<file path="src/rtl/cello_tt_pkg.sv">
// Shared types and sizes for the Cello truth-table sweeper.
// Pure declarations; no latency or flow control of its own.
package cello_tt_pkg;

  typedef enum logic [1:0] {
    IDLE   = 2'd0,
    WAIT   = 2'd1,
    SAMPLE = 2'd2,
    FINISH = 2'd3
  } state_t;

  localparam int N_ROWS = 8;
  localparam int ROW_W  = 3;
  localparam int TT_W   = 8;

endpackage

</file>
<file path="src/rtl/tt_sync.sv">
// Reset-to-0 flop chain bringing the possibly-asynchronous gate output into clk.
// Latency: SYNC_STAGES cycles; free-running, no backpressure.
module tt_sync #(
  parameter int SYNC_STAGES = 2
) (
  input  logic clk,
  input  logic rst_n,
  input  logic async_bit,
  output logic sync_bit
);

  logic [SYNC_STAGES-1:0] chain;

  always_ff @(posedge clk or negedge rst_n) begin
    if (!rst_n) begin
      chain <= '0;
    end else begin
      chain[0] <= async_bit;
      for (int i = 1; i < SYNC_STAGES; i++) begin
        chain[i] <= chain[i-1];
      end
    end
  end

  assign sync_bit = chain[SYNC_STAGES-1];

endmodule

</file>
<file path="src/rtl/truth_table_sweeper.sv">
// Drives a 3-input gate through rows 000..111 and captures its truth table (row 000 = MSB).
// Latency 8*(SETTLE_CYCLES+SYNC_STAGES+1)+1 cycles start-to-done; start ignored while busy, abort cancels.
module truth_table_sweeper
  import cello_tt_pkg::*;
#(
  parameter int              SETTLE_CYCLES = 4,
  parameter int              SYNC_STAGES   = 2,
  parameter logic [TT_W-1:0] EXPECTED      = 8'h2C
) (
  input  logic            clk,
  input  logic            rst_n,
  input  logic            start,
  input  logic            abort,
  input  logic            gate_out,
  output logic            in1,
  output logic            in2,
  output logic            in3,
  output logic            busy,
  output logic            done,
  output logic [TT_W-1:0] result,
  output logic            match
);

  localparam int WAIT_SPAN = SETTLE_CYCLES + SYNC_STAGES;
  localparam int CNT_W     = ($clog2(WAIT_SPAN + 1) < 1) ? 1 : $clog2(WAIT_SPAN + 1);

  localparam logic [CNT_W-1:0] CNT_LAST = CNT_W'(WAIT_SPAN - 1);
  localparam logic [ROW_W-1:0] ROW_LAST = ROW_W'(N_ROWS - 1);

  state_t            state, state_nxt;
  logic [ROW_W-1:0]  row, row_nxt;
  logic [CNT_W-1:0]  wait_cnt, cnt_nxt;
  logic [TT_W-1:0]   result_nxt;
  logic [TT_W-1:0]   shifted;
  logic              match_nxt;
  logic              gate_sync;

  tt_sync #(
    .SYNC_STAGES (SYNC_STAGES)
  ) u_sync (
    .clk       (clk),
    .rst_n     (rst_n),
    .async_bit (gate_out),
    .sync_bit  (gate_sync)
  );

  assign shifted = {result[TT_W-2:0], gate_sync};

  // The row register is the gate drive itself, so the gate inputs are glitch-free flops.
  assign {in1, in2, in3} = row;

  always_comb begin
    state_nxt  = state;
    row_nxt    = row;
    cnt_nxt    = wait_cnt;
    result_nxt = result;
    match_nxt  = match;
    busy       = 1'b0;
    done       = 1'b0;

    case (state)
      IDLE: begin
        if (start && !abort) begin
          state_nxt  = WAIT;
          row_nxt    = '0;
          cnt_nxt    = '0;
          result_nxt = '0;
          match_nxt  = 1'b0;
        end
      end

      WAIT: begin
        busy = 1'b1;
        if (abort) begin
          state_nxt  = IDLE;
          row_nxt    = '0;
          cnt_nxt    = '0;
          result_nxt = '0;
          match_nxt  = 1'b0;
        end else if (wait_cnt == CNT_LAST) begin
          state_nxt = SAMPLE;
        end else begin
          cnt_nxt = wait_cnt + CNT_W'(1);
        end
      end

      SAMPLE: begin
        busy = 1'b1;
        if (abort) begin
          state_nxt  = IDLE;
          row_nxt    = '0;
          cnt_nxt    = '0;
          result_nxt = '0;
          match_nxt  = 1'b0;
        end else begin
          result_nxt = shifted;
          cnt_nxt    = '0;
          if (row == ROW_LAST) begin
            // Match is registered with the final shift so it is already valid while done pulses.
            state_nxt = FINISH;
            row_nxt   = '0;
            match_nxt = (shifted == EXPECTED);
          end else begin
            state_nxt = WAIT;
            row_nxt   = row + ROW_W'(1);
          end
        end
      end

      FINISH: begin
        done      = 1'b1;
        state_nxt = IDLE;
      end

      default: begin
        state_nxt = IDLE;
        row_nxt   = '0;
        cnt_nxt   = '0;
      end
    endcase
  end

  always_ff @(posedge clk or negedge rst_n) begin
    if (!rst_n) begin
      state    <= IDLE;
      row      <= '0;
      wait_cnt <= '0;
      result   <= '0;
      match    <= 1'b0;
    end else begin
      state    <= state_nxt;
      row      <= row_nxt;
      wait_cnt <= cnt_nxt;
      result   <= result_nxt;
      match    <= match_nxt;
    end
  end

endmodule

</file>
<file path="config.mk">
export PLATFORM = sky130hd
export DESIGN_NAME = truth_table_sweeper
export DESIGN_NICKNAME = d
export VERILOG_FILES = /design/src/rtl/cello_tt_pkg.sv /design/src/rtl/tt_sync.sv /design/src/rtl/truth_table_sweeper.sv
export SDC_FILE = /design/constraint.sdc
export NUM_CORES = 1
export LEC_CHECK = 0
export ABC_AREA = 1
export CORE_MARGIN = 5
export CORE_UTILIZATION = 45
export DETAILED_ROUTE_END_ITERATION = 10
export GPL_ROUTABILITY_DRIVEN = 0
export PLACE_DENSITY = 0.7
export SLEW_MARGIN = 20
export SYNTH_ARGS = -nofsm -noshare
export SYNTH_HDL_FRONTEND = slang
export SYNTH_SLANG_ARGS = --single-unit
</file>
<file path="constraint.sdc">
create_clock -name clk -period 2.37 [get_ports clk]
set_clock_uncertainty 0.15 [all_clocks]
set_input_delay 0.474 -clock clk [delete_from_list [all_inputs] [get_ports clk]]
set_output_delay 0.474 -clock clk [all_outputs]
set_load 0.01 [all_outputs]
</file>
==> results.tsv, run 1 <==
stage	metric	value	unit
run_status	status	completed	
final_layout	drive_above_1_share	16.08	%
flow_run	max_cap_violations	0	
yosys	yosysWarnings	0	
yosys	synth.cell_area	1059	um^2
global_route	grt_pass1_vias	806	
yosys	synth_nets	136	
detailed_routing	wire_per_inst	11.14	um
die	dieHeight	58.50	um
final_layout	final_common_cell	nand2_1	
detailed_routing	vias_per_cell	4.719	
clocking	clock_path_buffers	2	
yosys	ys_seq_elements	19	
die	core_area	2233	um^2
die	io_pins	19	
timing	slew_viol_final	0	
worst_setup_path	worstPathMaxFanout	4	
die	rows	17	
hold_path	hold_start	u_sync.chain[0]	
global_route	antenna_found_initial	0	
timing	tightest_slew	317.3	ps
global_route	track_usage	11.83	%
worst_setup_path	worst_r2r_path_depth	7	
worst_setup_path	crit_arrival	1590	ps
global_route	grt_pass1_wl	3.187	mm
clocking	cts-root-buf	clkbuf_4	
final_layout	multiInputGateArea	489.2	um^2
worst_setup_path	end_kind	primary output	
yosys	synth.distinct_cells	16	
worst_setup_path	cp-start-kind	flop	
worst_setup_path	crit_chain	inv_1, ha_1, clkdlybuf4s50_1	
clocking	hold_buffers	0	
worst_setup_path	cp_top_family	buffers and inverters	
yosys	synth.area.top_cells	dfrtp_1, nand2_1, ha_1	
hold_path	min_path_cells	0	
worst_setup_path	r2r-start	state[1]	
timing	rsz0062_at_grt	no	
clocking	post_cts_buffers	0	
worst_setup_path	slowest_stage	clkdlybuf4s50_1	
timing	period_share	93.43	%
hold_path	whs_endpoint	u_sync.chain[1]	
clocking	postCtsResizedCells	0	
timing	min_period	2214	ps
timing	finalSetupViolCount	0	
yosys	synth_area_per_cell	8.606	um^2
yosys	netlist.top_cell.by_area	dfrtp_1	
detailed_routing	dr_total_vias	807	
clocking	cts.sinks	19	
worst_setup_path	crit_buf_inv	2	
clocking	numCtsBuffers	3	
hold_path	hp-class	reg -> reg	
clocking	clkTransAtPathRegs	100	ps
power	p_per_area	803.7	nW/um^2
die	dieArea	3422	um^2
final_layout	regArea	475.5	um^2
yosys	synth_cells	123	
final_layout	fillerInstances	227	
final_layout	utilization	57.03	%
placed_design	port_buffers	18	
power	leakagePower	0.0006046	uW
final_layout	syn_to_final_growth	20.33	%
detailed_routing	ant_nets	0	
placed_design	dp_hpwl	1.414	mm
worst_setup_path	path_class	reg -> out	
timing	hold_viol	0	
worst_setup_path	r2r_setup_slack	740	ps
final_layout	antenna_cells	0	
detailed_routing	dr.pass1.iters	6	
global_route	overflow	0	
clocking	clock_latency	290	ps
detailed_routing	drcViolationCount	0	
clocking	ctsHtreeMaxLevel	1	
timing	max_freq	0.4516	GHz
die	initial_core_util	47.39	%
worst_setup_path	worst_ep_required_time	1750	ps
detailed_routing	wl	1.905	mm
timing	relSlewSlack	78.84	%
yosys	yosysSeqAreaShare	44.92	%
die	die_w	58.50	um
final_layout	final_cell_mix	nand2_1, dfrtp_1, clkdlybuf4s50_1, inv_1, o21ai_2	
final_layout	finalNetCount	157	
power	ir_drop	0.5135	mV
global_route	grt_max_degree	24	
timing	fin_tns_setup	0	ps
yosys	netlist.area_leader.share	44.92	%
detailed_routing	dr.first_iter.drc_count	11	
worst_setup_path	slowest_delay	530	ps
clocking	cts_tree	done	
worst_setup_path	rr_endpoint	match	
==> where the power goes <==
group	internal (uW)	switching, uW
sequential	360	33.5
combinational	164	310
clock	65.4	91.4
total	589	435
==> synthesized netlist by cell type, drive strengths merged <==
| cell type | number |
|---|---|
| nand3b | 1 |
| nand2 | 46 |
| nand3 | 3 |
| o21ai | 17 |
| ha | 8 |
| inv | 16 |
| buf | 3 |
| nor2 | 10 |
| dfrtp | 19 |
==> worst max-delay path by stage <==
stage	from	to	slack, ps	cells past startpoint
2_1_floorplan	row[1]	match	970	6
3_3_place_gp	abort	row[1]	490	7
3_5_place_dp	abort	result[3]	470	7
4_1_cts	state[1]	busy	150	3
5_1_grt	state[1]	busy	110	3
6_report	state[0]	busy	160	3
==> sequential cells by signal (all words and copies together) (netlist names) <==
register	count
wait_cnt	3
u_sync.chain	2
result	8
state	2
row	3
match	1
==> stage by stage <==
stage	hold slack (ps)	setup slack, ps	total power [uW]	instance area, um^2	instances
after floorplan	28.41	973.6	800.0	1059	123
after global placement	185.2	491.4	859.9	1247	167
after detailed placement	196.4	470.3	875.0	1247	167
after CTS	220.6	152.1	1038	1274	171
after global routing	237.6	112.1	1097	1274	171
final	215.6	155.7	1024	1274	171
==> logic make-up after synthesis <==
family,synth area share (%)
and+or+nand+nor,24.82
buffers and inverters,8.865
DFF,44.92
AOI/OAI and AO/OA,11.94
adders and majority gates,9.457
==> per-layer routing <==
| layer | GRT usage (%) | part of all wire, % |
|---|---|---|
| met5 | 0 | 0 |
| met4 | 3.974 | 0.84 |
| met3 | 2.412 | 6.1 |
| met2 | 20.10 | 46 |
| met1 | 14.87 | 47 |
==> area by class of cell <==
class                   count  area share [%]
flip-flops and latches     19           37.33
repair buffers             19           14.73
multi-input cells          85           38.41
clock buffers               4           2.063
inverters                  16           4.715
well taps                  28           2.750
Power figures use the tool's default switching activity.
==> run 2, diff against run 1 <==
--- a/config.mk
+++ b/config.mk
@@ -11,7 +11,8 @@
 export DETAILED_ROUTE_END_ITERATION = 10
 export GPL_ROUTABILITY_DRIVEN = 0
 export PLACE_DENSITY = 0.7
-export SLEW_MARGIN = 20
+export SKIP_LAST_GASP = 1
+export SLEW_MARGIN = 10
 export SYNTH_ARGS = -nofsm -noshare
 export SYNTH_HDL_FRONTEND = slang
 export SYNTH_SLANG_ARGS = --single-unit
==> results of run 2 <==
Same layout as run 1: the final DEF is identical, and so are final timing and power.
